## src/rtl/lstm_bp_sched_pkg.sv

```systemverilog
// Shared types and helpers for the LSTM backprop timestep scheduler.
// State encoding is fixed so it can be matched against debug traces.
package lstm_bp_sched_pkg;

  typedef enum logic [2:0] {
    S_IDLE    = 3'd0,
    S_COMPUTE = 3'd1,
    S_PAUSE   = 3'd2,
    S_DRAIN   = 3'd3,
    S_DONE    = 3'd4
  } state_e;

  function automatic int max4(input int a, input int b,
                              input int c, input int d);
    int m;
    m = a;
    if (b > m) m = b;
    if (c > m) m = c;
    if (d > m) m = d;
    return m;
  endfunction

endpackage

```

## src/rtl/lstm_bp_sched_dwell_cnt.sv

```systemverilog
// Dwell counter shared by the COMPUTE, PAUSE and DRAIN phases.
// Counts up while enabled and wraps to 0 when it reaches last.
module sched_dwell_cnt #(
  parameter int W = 4
) (
  input  logic         clk,
  input  logic         rst,
  input  logic         clr,
  input  logic         en,
  input  logic [W-1:0] last,
  output logic [W-1:0] cnt,
  output logic         tc
);

  logic [W-1:0] cnt_q, cnt_d;

  assign cnt = cnt_q;
  assign tc  = (cnt_q == last);

  // Next count: clear has priority, then wrap at terminal count.
  always_comb begin
    cnt_d = cnt_q;
    if (clr)
      cnt_d = '0;
    else if (en)
      cnt_d = tc ? '0 : cnt_q + W'(1);
  end

  // Count register.
  always_ff @(posedge clk) begin
    if (rst) cnt_q <= '0;
    else     cnt_q <= cnt_d;
  end

endmodule

```

## src/rtl/lstm_bp_sched.sv

```systemverilog
// Backprop timestep scheduler: walks timesteps downward, sweeping
// addresses with compute, writeback and drain phases per step.
module lstm_bp_sched
  import lstm_bp_sched_pkg::*;
#(
  parameter int ADDR_WIDTH = 12,
  parameter int NUM_ADDR   = 54,
  parameter int ROW_CYCLES = 53,
  parameter int PAUSE_LEN  = 4,
  parameter int DRAIN_LEN  = 3,
  parameter int NUM_STEPS  = 16,
  parameter int STEP_WIDTH = 5
) (
  input  logic                  clk,
  input  logic                  rst,
  input  logic                  start,
  input  logic                  stall,
  output logic                  o_busy,
  output logic                  o_done,
  output logic [ADDR_WIDTH-1:0] o_addr,
  output logic [STEP_WIDTH-1:0] o_step,
  output logic                  o_mac_en,
  output logic                  o_acc_clr,
  output logic                  o_wr_en
);

  localparam int CW =
    $clog2(max4(ROW_CYCLES, PAUSE_LEN, DRAIN_LEN, 1)) + 1;
  localparam logic [ADDR_WIDTH-1:0] A_LAST =
    ADDR_WIDTH'(NUM_ADDR - 1);
  localparam logic [STEP_WIDTH-1:0] S_LAST =
    STEP_WIDTH'(NUM_STEPS - 1);
  localparam logic [CW-1:0] R_LAST = CW'(ROW_CYCLES - 1);
  localparam logic [CW-1:0] P_LAST = CW'(PAUSE_LEN - 1);
  localparam logic [CW-1:0] D_LAST =
    (DRAIN_LEN > 0) ? CW'(DRAIN_LEN - 1) : '0;

  state_e                state_q, state_d;
  logic [ADDR_WIDTH-1:0] addr_q, addr_d;
  logic [STEP_WIDTH-1:0] step_q, step_d;
  logic                  busy_q, busy_d;
  logic                  done_q, done_d;
  logic                  step_end;
  logic [CW-1:0]         cnt, cnt_last;
  logic                  tc, cnt_clr, adv;

  assign adv     = ~stall;
  assign cnt_clr = (state_q == S_IDLE) || (state_q == S_DONE);

  // Terminal value for the phase currently dwelling.
  always_comb begin
    cnt_last = '0;
    case (state_q)
      S_COMPUTE: cnt_last = R_LAST;
      S_PAUSE:   cnt_last = P_LAST;
      S_DRAIN:   cnt_last = D_LAST;
      default:   cnt_last = '0;
    endcase
  end

  sched_dwell_cnt #(.W(CW)) u_dwell (
    .clk  (clk),
    .rst  (rst),
    .clr  (cnt_clr),
    .en   (adv),
    .last (cnt_last),
    .cnt  (cnt),
    .tc   (tc)
  );

  // Next state, address and timestep.
  always_comb begin
    state_d  = state_q;
    addr_d   = addr_q;
    step_d   = step_q;
    step_end = 1'b0;
    case (state_q)
      S_IDLE: if (start) begin
        state_d = S_COMPUTE;
        addr_d  = '0;
        step_d  = S_LAST;
      end
      S_COMPUTE: if (adv && tc) state_d = S_PAUSE;
      S_PAUSE: if (adv && tc) begin
        if (addr_q != A_LAST) begin
          state_d = S_COMPUTE;
          addr_d  = addr_q + ADDR_WIDTH'(1);
        end else if (DRAIN_LEN == 0) begin
          step_end = 1'b1;
        end else begin
          state_d = S_DRAIN;
        end
      end
      S_DRAIN: if (adv && tc) step_end = 1'b1;
      S_DONE:  state_d = S_IDLE;
      default: state_d = S_IDLE;
    endcase
    if (step_end) begin
      if (step_q != '0) begin
        state_d = S_COMPUTE;
        step_d  = step_q - STEP_WIDTH'(1);
        addr_d  = '0;
      end else begin
        state_d = S_DONE;
      end
    end
    busy_d = (state_d == S_COMPUTE) ||
             (state_d == S_PAUSE) ||
             (state_d == S_DRAIN);
    done_d = (state_d == S_DONE);
  end

  // FSM and registered status outputs.
  always_ff @(posedge clk) begin
    if (rst) begin
      state_q <= S_IDLE;
      addr_q  <= '0;
      step_q  <= '0;
      busy_q  <= 1'b0;
      done_q  <= 1'b0;
    end else begin
      state_q <= state_d;
      addr_q  <= addr_d;
      step_q  <= step_d;
      busy_q  <= busy_d;
      done_q  <= done_d;
    end
  end

  assign o_busy    = busy_q;
  assign o_done    = done_q;
  assign o_addr    = addr_q;
  assign o_step    = step_q;
  assign o_mac_en  = (state_q == S_COMPUTE) & ~stall;
  assign o_acc_clr = (state_q == S_COMPUTE) &
                     (cnt == '0) & ~stall;
  assign o_wr_en   = (state_q == S_PAUSE) &
                     (cnt == '0) & ~stall;

endmodule
```

## config.mk

```make
export PLATFORM = sky130hd
export DESIGN_NAME = lstm_bp_sched
export DESIGN_NICKNAME = d
export VERILOG_FILES = /design/src/rtl/lstm_bp_sched_pkg.sv /design/src/rtl/lstm_bp_sched_dwell_cnt.sv /design/src/rtl/lstm_bp_sched.sv
export SDC_FILE = /design/constraint.sdc
export NUM_CORES = 1
export LEC_CHECK = 0
export BUFFER_PORTS_ARGS = -buffer_cell sky130_fd_sc_hd__buf_2
export CORE_MARGIN = 10
export CORE_UTILIZATION = 61
export CTS_CLUSTER_DIAMETER = 40
export DETAILED_ROUTE_END_ITERATION = 16
export PLACE_DENSITY = 0.84
export SYNTH_ARGS = -nofsm -noshare
export SYNTH_HDL_FRONTEND = slang
export SYNTH_SLANG_ARGS = --single-unit
```

## constraint.sdc

```tcl
create_clock -name clk -period 7.6 [get_ports clk]
set_input_delay 0.76 -clock clk [delete_from_list [all_inputs] [get_ports clk]]
set_output_delay 0.76 -clock clk [all_outputs]
set_load 0.02 [all_outputs]
```

# After elaboration in Yosys (flattened, before gate mapping)
# Cells that the tools add are included.
[op_classes]
addsub = 3
eq_ne = 10
mux = 21
bitwise = 6
n_reduce_logical = 8
[op_table]
columns = ["operator", "n"]
rows = [
  ["2-to-1 mux 12 bit", 5],
  ["case mux 12 bit (2 select lines)", 1],
  ["2-to-1 mux 5 bit", 4],
  ["case mux 6 bit (3 select lines)", 1],
  ["2-to-1 mux 3 bit", 5],
  ["adder 12 x 1 -> 12 bit, second input constant", 1],
  ["== test 3 x 2 -> 1 bit, second input constant", 4],
  ["!= test 12 x 6 -> 1 bit, second input constant", 1],
  ["case mux 3 bit (4 select lines)", 1],
  ["adder 7 x 1 -> 7 bit, second input constant", 1],
  ["== test 7 x 6 -> 1 bit", 1],
  ["zero test 7 bit", 1],
  ["2-to-1 mux 7 bit", 1],
  ["== test 3 x 1 -> 1 bit, second input constant", 2],
  ["== test 3 bit, second input constant", 2],
  ["AND 1 bit", 5],
  ["nonzero test 5 bit", 1],
  ["subtractor 5 x 1 -> 5 bit, second input constant", 1],
  ["zero test 3 bit", 1],
  ["logical OR 1 bit", 3],
  ["2-to-1 mux 1 bit", 2],
  ["2-to-1 mux 2 bit", 1],
  ["OR reduction 2 bit", 1],
  ["logical AND 1 bit", 1],
  ["inverter 1 bit", 1],
]
[word_totals]
register_bits = 29
input_bits = 4
out_inout_bits = 22
wordCells = 54

# Longest topological paths before layout
# Gate-level depths: netlist of run 1.
[logic_depth]
depth_word = 10
depth_mapped = 9
ltp_nobuf = 7

# Cells and area by module
# A second synthesis of run 1 with hierarchy kept.
[hier_totals]
cells_unflattened = 203
area_unflattened_um2 = 1778.0
[modules_own_cells]
columns = ["module", "instances", "cells_each", "area_each_um2", "seq_area_each_um2"]
rows = [
  ["lstm_bp_sched", 1, 160, 1390.1, 440.4],
  ["sched_dwell_cnt", 1, 43, 387.9, 140.1],
]

# Least setup slack after synthesis of run 1
# Ideal clock, no wire load.
[synth_path]
path_type = "input -> register"
startpoint = "in stall"
endpoint = "reg addr_q[1], in the netlist o_addr[1]"
setup_ps = 70
arrival_time_ps = 2587
t_required_ps = 7530
slack_ps = 4943
cell_stages = 7
n_path_buf = 3
path_cell_list = "buf_6 -> or3_1 -> buf_2 -> or4_1 -> buf_2 -> or4_1 -> a21oi_1"
[synth_via]
elab_chain_len = 6
elab_cells_between_ends = 8
cone_classes = "6 x mux; 1 x bitwise; 1 x reduce/logical"
[synth_lines]
columns = ["item", "line_no", "rtl"]
rows = [
  ["start, declared", "lstm_bp_sched.sv:17", "input logic stall,"],
  ["inverter 1 bit *", "lstm_bp_sched.sv:47", "assign adv = ~stall;"],
  ["logical AND 1 bit *", "lstm_bp_sched.sv:84, lstm_bp_sched.sv:94", ""],
  ["2-to-1 mux 12 bit", "lstm_bp_sched.sv:84", "S_PAUSE: if (adv && tc) begin"],
  ["case mux 12 bit (2 select lines)", "lstm_bp_sched.sv:77", "case (state_q)"],
  ["2-to-1 mux 12 bit", "lstm_bp_sched.sv:99", "if (step_q != '0) begin"],
  ["2-to-1 mux 12 bit *", "lstm_bp_sched.sv:98", "if (step_end) begin"],
  ["end signal, assigned", "lstm_bp_sched.sv:123", "addr_q <= addr_d;"],
  ["end, declared", "lstm_bp_sched.sv:39", "logic [ADDR_WIDTH-1:0] addr_q, addr_d;"],
]
# Mark *: on every way between the ends. The rest lies on a longest branch, timed or not.
# A chain may end at the register's enable or synchronous reset.

# Worst setup path in the final report of run 1
[layout_path]
startpoint = "reg state_q[1]"
endpoint = "reg addr_q[5], in the netlist o_addr[5]"
[layout_via]
elab_chain_len = 8
elab_cells_between_ends = 13
cone_classes = "4 x eq/ne; 7 x mux; 2 x reduce/logical"
[layout_lines]
columns = ["item", "line_no", "rtl"]
rows = [
  ["start, declared", "lstm_bp_sched.sv:38", "state_e state_q, state_d;"],
  ["start signal, assigned", "lstm_bp_sched.sv:122", "state_q <= state_d;"],
  ["== test 3 x 2 -> 1 bit or == test 3 x 1 -> 1 bit (tied branches)", "lstm_bp_sched.sv:53, lstm_bp_sched.sv:77", ""],
  ["case mux 6 bit (3 select lines)", "lstm_bp_sched.sv:53", "case (state_q)"],
  ["== test 7 x 6 -> 1 bit", "lstm_bp_sched_dwell_cnt.sv:18", "assign tc = (cnt_q == last);"],
  ["logical AND 1 bit", "lstm_bp_sched.sv:84, lstm_bp_sched.sv:94", ""],
  ["2-to-1 mux 12 bit", "lstm_bp_sched.sv:84", ""],
  ["case mux 12 bit (2 select lines)", "lstm_bp_sched.sv:77", ""],
  ["2-to-1 mux 12 bit", "lstm_bp_sched.sv:99", ""],
  ["2-to-1 mux 12 bit *", "lstm_bp_sched.sv:98", ""],
]
# Marked as above.

==> impl_metrics.env, run 1 <==
export IMPL_status="complete, no violations"
export IMPL_cts_clk_slew_worst_paths_ns=0.09
export IMPL_synthArstFlopShare_pct=0
export IMPL_power_density_mw_per_mm2=198
export IMPL_dr_first_iter_drc_count=224
export IMPL_synth_warnings=0
export IMPL_fin_crit_sh_pct=38.8
export IMPL_setup_violations=0
export IMPL_synth_edff_count=0
export IMPL_worstMarginPinSlew_ns=1.00
export IMPL_m1WireLength_um=1920
export IMPL_cp_required_ns=7.81
export IMPL_synthDominantCellAreaShare_pct=33.0
export IMPL_p_leak_nw=0.687
export IMPL_crit_path_start_kind="flip-flop"
export IMPL_rsz0062_at_grt="false"
export IMPL_worst_slack_ns=4.65
export IMPL_grt_pass1_wl_um=7360
export IMPL_cts_tree="yes"
export IMPL_area_growth_pct=8.55
export IMPL_routedWlPerCell_um=16.8
export IMPL_syn_num_nets=221
export IMPL_die_h_um=73.7
export IMPL_vias_per_cell=6.73
export IMPL_routed_wl_um=4430
export IMPL_met2_length_um=1980
export IMPL_cp_slowest_cell="or4_1"
export IMPL_numCtsBuffers=5
export IMPL_dpl_cell_count=256
export IMPL_synthesis_area_mm2=0.00176
export IMPL_clockBufferDepth=2
export IMPL_final_layout_size_suffix_gt1_share_pct=17.7
export IMPL_dr_pass1_iters=6
export IMPL_grt_max_degree=19
export IMPL_grt_usage_pct=16.8
export IMPL_path_cells="nor3b_4 > xnor2_1 > or4_1 > o311ai_0 > a21oi_1"
export IMPL_post_cts_setup_buffers=0
export IMPL_end_kind="flip-flop"
export IMPL_syn_avg_cell_area_um2=8.29
export IMPL_path_class="flip-flop to flip-flop"
export IMPL_place_gp_congestion=0.878
export IMPL_min_period_ns=2.95
export IMPL_grt_remaining_overflow=0
export IMPL_yosys_top_cells_count="29 x dfxtp_1, 19 x nor2_1, 14 x nand2_1, 14 x nor3_1, 10 x inv_1"
export IMPL_skew_ns=0.00763
export IMPL_maxUsedRoutingLayer="met4"
export IMPL_slew_violations=0
export IMPL_io_pins=26
export IMPL_hold_viol_final=0
export IMPL_grt_pass1_vias=1568
export IMPL_synth_area_leaders="dfxtp_1 33%, nor2_1 4.1%, nor3_1 4.0%"
export IMPL_relSlewSlack_pct=32.5
export IMPL_dpl_worst_slack_ns=4.64
export IMPL_wl_met3_um=442
export IMPL_crit_path_max_incr_delay_ns=0.82
export IMPL_ctsResizeCount=0
export IMPL_crit_family="simple AND/OR/NAND/NOR gates"
export IMPL_dpl_hpwl_um=3250
export IMPL_clock_latency_ns=0.34
export IMPL_ant_nets=0
export IMPL_tns_ns=0
export IMPL_clock_sinks=29
export IMPL_hold_class="flip-flop to flip-flop"
export IMPL_port_buffers=25
export IMPL_synth_cells=212
export IMPL_cp_max_fo=18
export IMPL_antenna_found_initial=0
export IMPL_diodes=0
export IMPL_htree_levels=2
export IMPL_irDropWorstVdd_mv=0.181
export IMPL_fp_row_count=19
export IMPL_ys_flop_type="dfxtp_1"
export IMPL_ctsHoldBuffers=0
export IMPL_vias=1769
export IMPL_synth_top_area_cell="dfxtp_1"
export IMPL_synth_seq_cells=29
export IMPL_drc=0
export IMPL_yosysUniqueCellTypes=54
export IMPL_cts_root_buf="clkbuf_4"
export IMPL_ys_seq_area_share_pct=33.0
export IMPL_synthMostInstantiatedCell="dfxtp_1"
export IMPL_drv_cap=0
export IMPL_nNetsFinal=241
export IMPL_max_freq_ghz=0.339
export IMPL_die_area_mm2=0.00543
export IMPL_initial_utilization_pct=63.7
export IMPL_path_buf_inv=0
export IMPL_stdcell_count=263
export IMPL_fp_dieW_um=73.7
export IMPL_worstPathArrival_ns=3.16
export IMPL_coreArea_mm2=0.00276
-- flip-flops by register name, indices dropped and copies added (netlist names) --
register and count:
o_addr 12, o_busy 1, o_done 1, o_step 5, state_q 3, u_dwell.cnt 7
-- stage by stage --
stage	cell area (um2)	total power [mW]	util, %	hold WS [ns]
finish	1910	0.378	69.1	0.498
global route	1910	0.396	69.1	0.514
CTS	1910	0.377	69.1	0.500
detailed placement	1850	0.283	67.2	0.488
global placement	1850	0.279	67.2	0.485
floorplan	1760	0.263	-	0.499
-- cells in the final DEF (no fill, tap or decap), drive strengths merged, types with 4 or more instances in the layout --
| master | synthesis | routed |
|---|---|---|
| xnor2 | 5 | 5 |
| nor4 | 6 | 6 |
| ha | 5 | 5 |
| nand2 | 14 | 14 |
| and2 | 4 | 4 |
| a31oi | 8 | 8 |
| clkbuf | 3 | 7 |
| dfxtp | 29 | 29 |
| buf | 9 | 25 |
| and3 | 5 | 5 |
| inv | 10 | 10 |
| nor3 | 14 | 14 |
| a211oi | 4 | 4 |
| o21ai | 6 | 6 |
| o311ai | 4 | 4 |
| nand3 | 6 | 6 |
| nor2 | 19 | 19 |
| a21oi | 8 | 8 |
-- per-layer routing --
metal | track usage [%] | up-vias
li1 | - | 846
met1 | 22.1 | 817
met2 | 24.4 | 96
met3 | 4.98 | 10
met4 | 7.87 | 0
met5 | 0 | -
-- area by class of cell --
| type | instances | area (um2) |
|---|---|---|
| Multi-Input combinational cell | 161 | 1070 |
| Clock buffer | 7 | 55.1 |
| Tap cell | 31 | 38.8 |
| Sequential cell | 29 | 581 |
| Timing Repair Buffer | 25 | 125 |
| Inverter | 10 | 37.5 |
| Fill cell | 228 | 851 |
-- logic make-up (layout without fill, tap and decap cells) --
kind of cell | Yosys count | after routing | synth area share [%]
AND/OR/NAND/NOR | 96 | 96 | 31.6
AO/OA/AOI/OAI | 47 | 47 | 18.4
flip-flops | 29 | 29 | 33.0
buffers and inverters | 22 | 42 | 6.05
XOR/XNOR | 8 | 8 | 3.99
adder cells (fa/ha/maj) | 5 | 5 | 3.56
multiplexers | 5 | 5 | 3.28
-- path summary, 6_finish.rpt --
path / to / slack, ns / start / depth (start not counted)
setup / recovery: o_addr[5] / 4.65 / state_q[1] / 5
hold / removal: o_step[4] / 0.50 / o_step[4] / 1
setup reg to reg: o_addr[5] / 4.65 / state_q[1] / 5
hold reg to reg: o_step[4] / 0.50 / o_step[4] / 1
-- where the power goes --
part	internal (mW)	total [mW]	switching (mW)
Sequential	0.160	0.171	0.0113
Combinational	0.0363	0.110	0.0734
Clock	0.0436	0.0971	0.0535
Power figures use the tool's default switching activity.
==> run 2: changes to the inputs <==
Settings changed: CORE_UTILIZATION 61 to 51, PLACE_DENSITY 0.84 to 0.75.
Clock period 7.6 ns to 2.65 ns, I/O delays scaled along.
==> impl_metrics.env, run 2 (synthesis results as in run 1) <==
export IMPL_fp_dieW_um=78.7
export IMPL_fin_crit_sh_pct=93.9
export IMPL_slew_violations=0
export IMPL_drc=0
export IMPL_antenna_found_initial=0
export IMPL_grt_pass1_vias=1552
export IMPL_grt_usage_pct=13.7
export IMPL_largest_reg_flops=12
export IMPL_grt_remaining_overflow=0
export IMPL_setup_violations=0
export IMPL_place_gp_congestion=0.876
export IMPL_io_pins=26
export IMPL_r2r_end="o_addr[1]"
export IMPL_r2r_slack_ns=0.16
export IMPL_initial_utilization_pct=52.6
export IMPL_worstHoldStart="rst"
export IMPL_vias_per_cell=5.90
export IMPL_worstHoldEndpoint="state_q[0]"
export IMPL_min_period_ns=2.49
export IMPL_die_h_um=78.7
export IMPL_clockBufferDepth=2
export IMPL_path_class="flip-flop to flip-flop"
export IMPL_p_leak_nw=0.733
export IMPL_reg2reg_depth=5
export IMPL_worstMarginPinSlew_ns=0.656
export IMPL_post_dp_cell_area_mm2=0.00194
export IMPL_max_freq_ghz=0.402
export IMPL_cts_clk_slew_worst_paths_ns=0.09
export IMPL_dpl_hpwl_um=3110
export IMPL_clock_sinks=29
export IMPL_crit_path_start_kind="flip-flop"
export IMPL_clock_latency_ns=0.32
export IMPL_hold_class="primary input to flip-flop"
export IMPL_tns_ns=0
export IMPL_ctsHoldBuffers=0
export IMPL_final_cell_mix="29 x dfxtp_1, 25 x buf_2, 19 x nor2_1"
export IMPL_rr_startpoint="state_q[2]"
export IMPL_numCtsBuffers=5
export IMPL_dr_pass1_iters=4
export IMPL_rsz0062_at_grt="false"
export IMPL_ant_nets=0
export IMPL_fp_row_count=21
export IMPL_skew_ns=0.0105
export IMPL_worstHoldPathCells=2
export IMPL_post_cts_setup_buffers=0
export IMPL_htree_levels=2
export IMPL_diodes=0
export IMPL_cts_tree="yes"
export IMPL_drv_cap=0
export IMPL_area_growth_pct=13.5
export IMPL_hold_viol_final=0
export IMPL_path_cells="or3b_1 > mux2i_2 > or4_1 > or4_1 > a21oi_1"
export IMPL_crit_top_cell="or4_1"
export IMPL_end_kind="flip-flop"
export IMPL_stdcell_area_mm2=0.00199
export IMPL_final_common_cell="dfxtp_1"
export IMPL_vias=1693
export IMPL_final_layout_size_suffix_gt1_share_pct=20.7
export IMPL_power_density_mw_per_mm2=558
export IMPL_whs_ns=0.289
export IMPL_ctsResizeCount=0
export IMPL_cp_required_ns=2.91
export IMPL_cts_root_buf="clkbuf_4"
export IMPL_grt_pass1_wl_um=7200
export IMPL_coreArea_mm2=0.00334
export IMPL_cp_max_fo=13
export IMPL_grt_max_degree=14
export IMPL_die_area_mm2=0.00619
export IMPL_status="complete, no violations"
export IMPL_routed_wl_um=4280
export IMPL_port_buffers=25
export IMPL_routedWlPerCell_um=14.9
export IMPL_cp_slowest_cell="or4_1"
export IMPL_crit_path_max_incr_delay_ns=0.75
export IMPL_worstPathArrival_ns=2.75
export IMPL_irDropWorstVdd_mv=0.364
export IMPL_nNetsFinal=250
export IMPL_dr_first_iter_drc_count=115
export IMPL_relSlewSlack_pct=56.0
run 2: changes by cell type in the layout (fill, tap and decap cells not counted), sizes merged:
cell,before,now
buf,25,34
run 2: per-stage QoR:
stage	setup slack (ns)	power, mW	util, %	instances
2_1_floorplan	0.217	0.753	-	212
3_3_place_gp	0.193	0.851	58.1	280
3_5_place_dp	0.163	0.853	58.1	280
4_1_cts	0.150	1.12	59.7	287
5_1_grt	0.00114	1.18	59.7	287
6_report	0.161	1.11	59.7	287
run 2: worst max-delay path by stage:
stage,start,to,slack [ns],cells past startpoint
6_report,state_q[2],o_addr[1],0.16,5
3_5_place_dp,state_q[2],o_addr[1],0.16,5
5_1_grt,state_q[2],o_addr[1],0.001,5
3_3_place_gp,state_q[2],o_addr[1],0.19,5
4_1_cts,state_q[2],o_addr[1],0.15,5
2_1_floorplan,state_q[0],o_addr[1],0.22,8
run 2: critical path, delay by kind of cell, from the launching register on:
kind	cells	cell delay (ns)
AOI/OAI and AO/OA	1	0.12
DFF	1	0.37
muxes	1	0.21
and+or+nand+nor	3	1.72
run 2: report_power, final:
part | internal [mW] | total (mW) | switching (mW)
Sequential | 0.459 | 0.478 | 0.0189
Combinational | 0.135 | 0.364 | 0.229
Clock | 0.125 | 0.269 | 0.144
run 2: area by class of cell:
class                   instances  area [um2]
clock buffers                   7        55.1
fillers                       345        1340
inverters                      10        37.5
multi-input cells             161        1070
flip-flops and latches         29         581
well taps                      46        57.6
repair buffers                 34         193
run 2: per-layer routing:
metal / vias up / global-route usage (%) / share of wire (%)
li1: 856 / - / -
met1: 783 / 18.3 / 47
met2: 52 / 21.0 / 46
met3: 2 / 3.83 / 6.5
met4: 0 / 4.12 / 0.35
met5: - / 0 / 0
==> run 3: changes to the inputs <==
Settings changed: ABC_AREA set to 1, TNS_END_PERCENT set to 20.
==> impl_metrics.env, run 3 <==
export IMPL_status="complete, no violations"
export IMPL_nNetsFinal=303
export IMPL_vias_per_cell=5.14
export IMPL_skew_ns=0.00434
export IMPL_fp_row_count=21
export IMPL_ctsHoldBuffers=0
export IMPL_drv_cap=0
export IMPL_io_pins=26
export IMPL_dr_pass1_iters=5
export IMPL_area_growth_pct=11.8
export IMPL_ctsResizeCount=0
export IMPL_clkPwrFrac_pct=21.7
export IMPL_dr_first_iter_drc_count=150
export IMPL_p_sw_mw=0.462
export IMPL_synthesis_area_mm2=0.00176
export IMPL_die_h_um=78.8
export IMPL_clock_sinks=29
export IMPL_diodes=0
export IMPL_grt_remaining_overflow=0
export IMPL_yosys_top_cells_count="47 x nand2_1, 37 x nor2_1, 29 x dfxtp_1, 29 x inv_1, 27 x a21oi_1"
export IMPL_power_density_mw_per_mm2=591
export IMPL_cts_tree="yes"
export IMPL_final_common_cell="nand2_1"
export IMPL_synthDominantCellAreaShare_pct=33.0
export IMPL_grt_pass1_wl_um=7170
export IMPL_use_met3_pct=5.52
export IMPL_swShare_pct=39.7
export IMPL_regArea_um2=581
export IMPL_synthMostInstantiatedCell="nand2_1"
export IMPL_yosysUniqueCellTypes=28
export IMPL_cp_required_ns=2.87
export IMPL_synthArstFlopShare_pct=0
export IMPL_crit_path_start_kind="flip-flop"
export IMPL_worstPathArrival_ns=2.14
export IMPL_ant_nets=0
export IMPL_hold_viol_final=0
export IMPL_crit_top_cell="nand2_2"
export IMPL_tns_ns=0
export IMPL_cts_root_buf="clkbuf_4"
export IMPL_p_int_mw=0.702
export IMPL_ys_flop_type="dfxtp_1"
export IMPL_grt_max_degree=15
export IMPL_whs_ns=0.179
export IMPL_clockBufferDepth=2
export IMPL_grt_pass1_vias=1639
export IMPL_post_cts_setup_buffers=0
export IMPL_routedWlPerCell_um=11.7
export IMPL_clock_latency_ns=0.33
export IMPL_p_leak_nw=0.893
export IMPL_grt_usage_pct=13.7
export IMPL_final_util_pct=59.0
export IMPL_vias=1753
export IMPL_hold_class="primary input to flip-flop"
export IMPL_multi_input_area_mm2=0.00102
export IMPL_rsz0062_at_grt="false"
export IMPL_ys_seq_area_share_pct=33.0
export IMPL_fin_crit_sh_pct=72.3
export IMPL_place_gp_congestion=0.892
export IMPL_r2r_end="o_addr[11]"
export IMPL_cts_clk_slew_worst_paths_ns=0.09
export IMPL_die_area_mm2=0.00620
export IMPL_dpl_hpwl_um=3050
export IMPL_end_kind="flip-flop"
export IMPL_crit_path_max_incr_delay_ns=0.45
export IMPL_min_period_ns=1.92
export IMPL_worstHoldEndpoint="state_q[1]"
export IMPL_worstHoldPathCells=2
export IMPL_final_layout_size_suffix_gt1_share_pct=16.6
export IMPL_cp_max_fo=14
export IMPL_slew_violations=0
export IMPL_synth_edff_count=0
export IMPL_initial_utilization_pct=52.8
export IMPL_fillerInstances=344
export IMPL_syn_avg_cell_area_um2=6.62
export IMPL_cp_slowest_cell="dfxtp_1"
export IMPL_top_usage_layer="met2"
export IMPL_irDropWorstVdd_mv=0.311
export IMPL_setup_violations=0
export IMPL_rr_startpoint="state_q[1]"
export IMPL_numCtsBuffers=5
export IMPL_routed_wl_um=4000
export IMPL_final_cell_mix="47 x nand2_1, 37 x nor2_1, 29 x inv_1, 29 x dfxtp_1, 27 x a21oi_1"
export IMPL_largest_reg_flops=12
export IMPL_relSlewSlack_pct=61.7
export IMPL_synth_seq_cells=29
export IMPL_fp_dieW_um=78.8
export IMPL_worstMarginPinSlew_ns=0.572
export IMPL_antenna_found_initial=0
export IMPL_port_buffers=25
export IMPL_max_freq_ghz=0.522
export IMPL_coreArea_mm2=0.00334
export IMPL_synth_warnings=0
export IMPL_worstHoldStart="rst"
export IMPL_met1_usage_pct=15.9
export IMPL_r2r_slack_ns=0.73
export IMPL_power_frac_comb_pct=33.1
export IMPL_synth_top_area_cell="dfxtp_1"
export IMPL_syn_num_nets=275
export IMPL_drc=0
export IMPL_path_cells="nand2_2 > nor2_4 > nand2_1 > nand2_1 > nand3_4 > nor2_2 > nand2_2 > nand2_2 > inv_2 > o21ai_0 > a21oi_1"
export IMPL_htree_levels=2
export IMPL_synth_area_leaders="dfxtp_1 33%, nand2_1 10%, nor2_1 7.9%"
export IMPL_synth_cells=266
export IMPL_p_seq_share_pct=45.2
export IMPL_path_class="flip-flop to flip-flop"
export IMPL_grt_util_met2_pct=22.9
export IMPL_reg2reg_depth=11
==> run 3: cells by family (layout without fill, tap and decap cells) <==
family          Yosys count  in the layout  synth area share, %
xor+xnor                  8              8                 3.98
buf+inv                  41             70                 9.24
simple gates            130            130                 33.8
flops                    29             29                 33.0
fa+ha+maj                 5              5                 3.55
compound gates           53             53                 16.5
==> run 3: cell type report <==
type	count	area share, %
multi-input cells	196	51.7
clock buffers	8	2.48
inverters	37	7.06
well taps	46	2.92
flip-flops and latches	29	29.5
repair buffers	25	6.36
==> run 3: metal layers <==
layer | vias up | part of all wire (%)
met3 | 7 | 6.3
met5 | - | 0
met2 | 29 | 47
met1 | 786 | 46
met4 | 0 | 1.1
li1 | 931 | -
==> run 3: critical path, delay by kind of cell (launching register included) <==
kind | cells | cell delay (ns)
flops | 1 | 0.45
compound gates | 2 | 0.14
buf+inv | 1 | 0.09
simple gates | 8 | 1.12
==> run 3: how the worst max path moves through the flow <==
stage	start	end	slack [ns]
after global placement	state_q[1]	o_addr[6]	0.80
after CTS	state_q[1]	o_addr[11]	0.71
after global routing	state_q[1]	o_addr[11]	0.49
after detailed placement	state_q[1]	o_addr[11]	0.73
final	state_q[1]	o_addr[11]	0.73
after floorplan	o_addr[0]	o_addr[10]	1.06
==> run 3: power groups by stage <==
stage          registers (mW)  clock network, mW  logic, mW
3_3_place_gp            0.534                  0      0.383
3_5_place_dp            0.535                  0      0.385
4_1_cts                 0.526              0.258      0.387
5_1_grt                 0.534              0.281      0.443
2_1_floorplan           0.560                  0      0.267
6_report                0.525              0.253      0.385
==> run 3: stage by stage <==
step	area (um2)	instances	worst slack (ns)	total power [mW]
6_report	1970	341	0.734	1.16
5_1_grt	1970	341	0.487	1.26
4_1_cts	1970	341	0.713	1.17
3_5_place_dp	1920	333	0.734	0.920
3_3_place_gp	1920	333	0.804	0.916
2_1_floorplan	1760	266	1.06	0.828
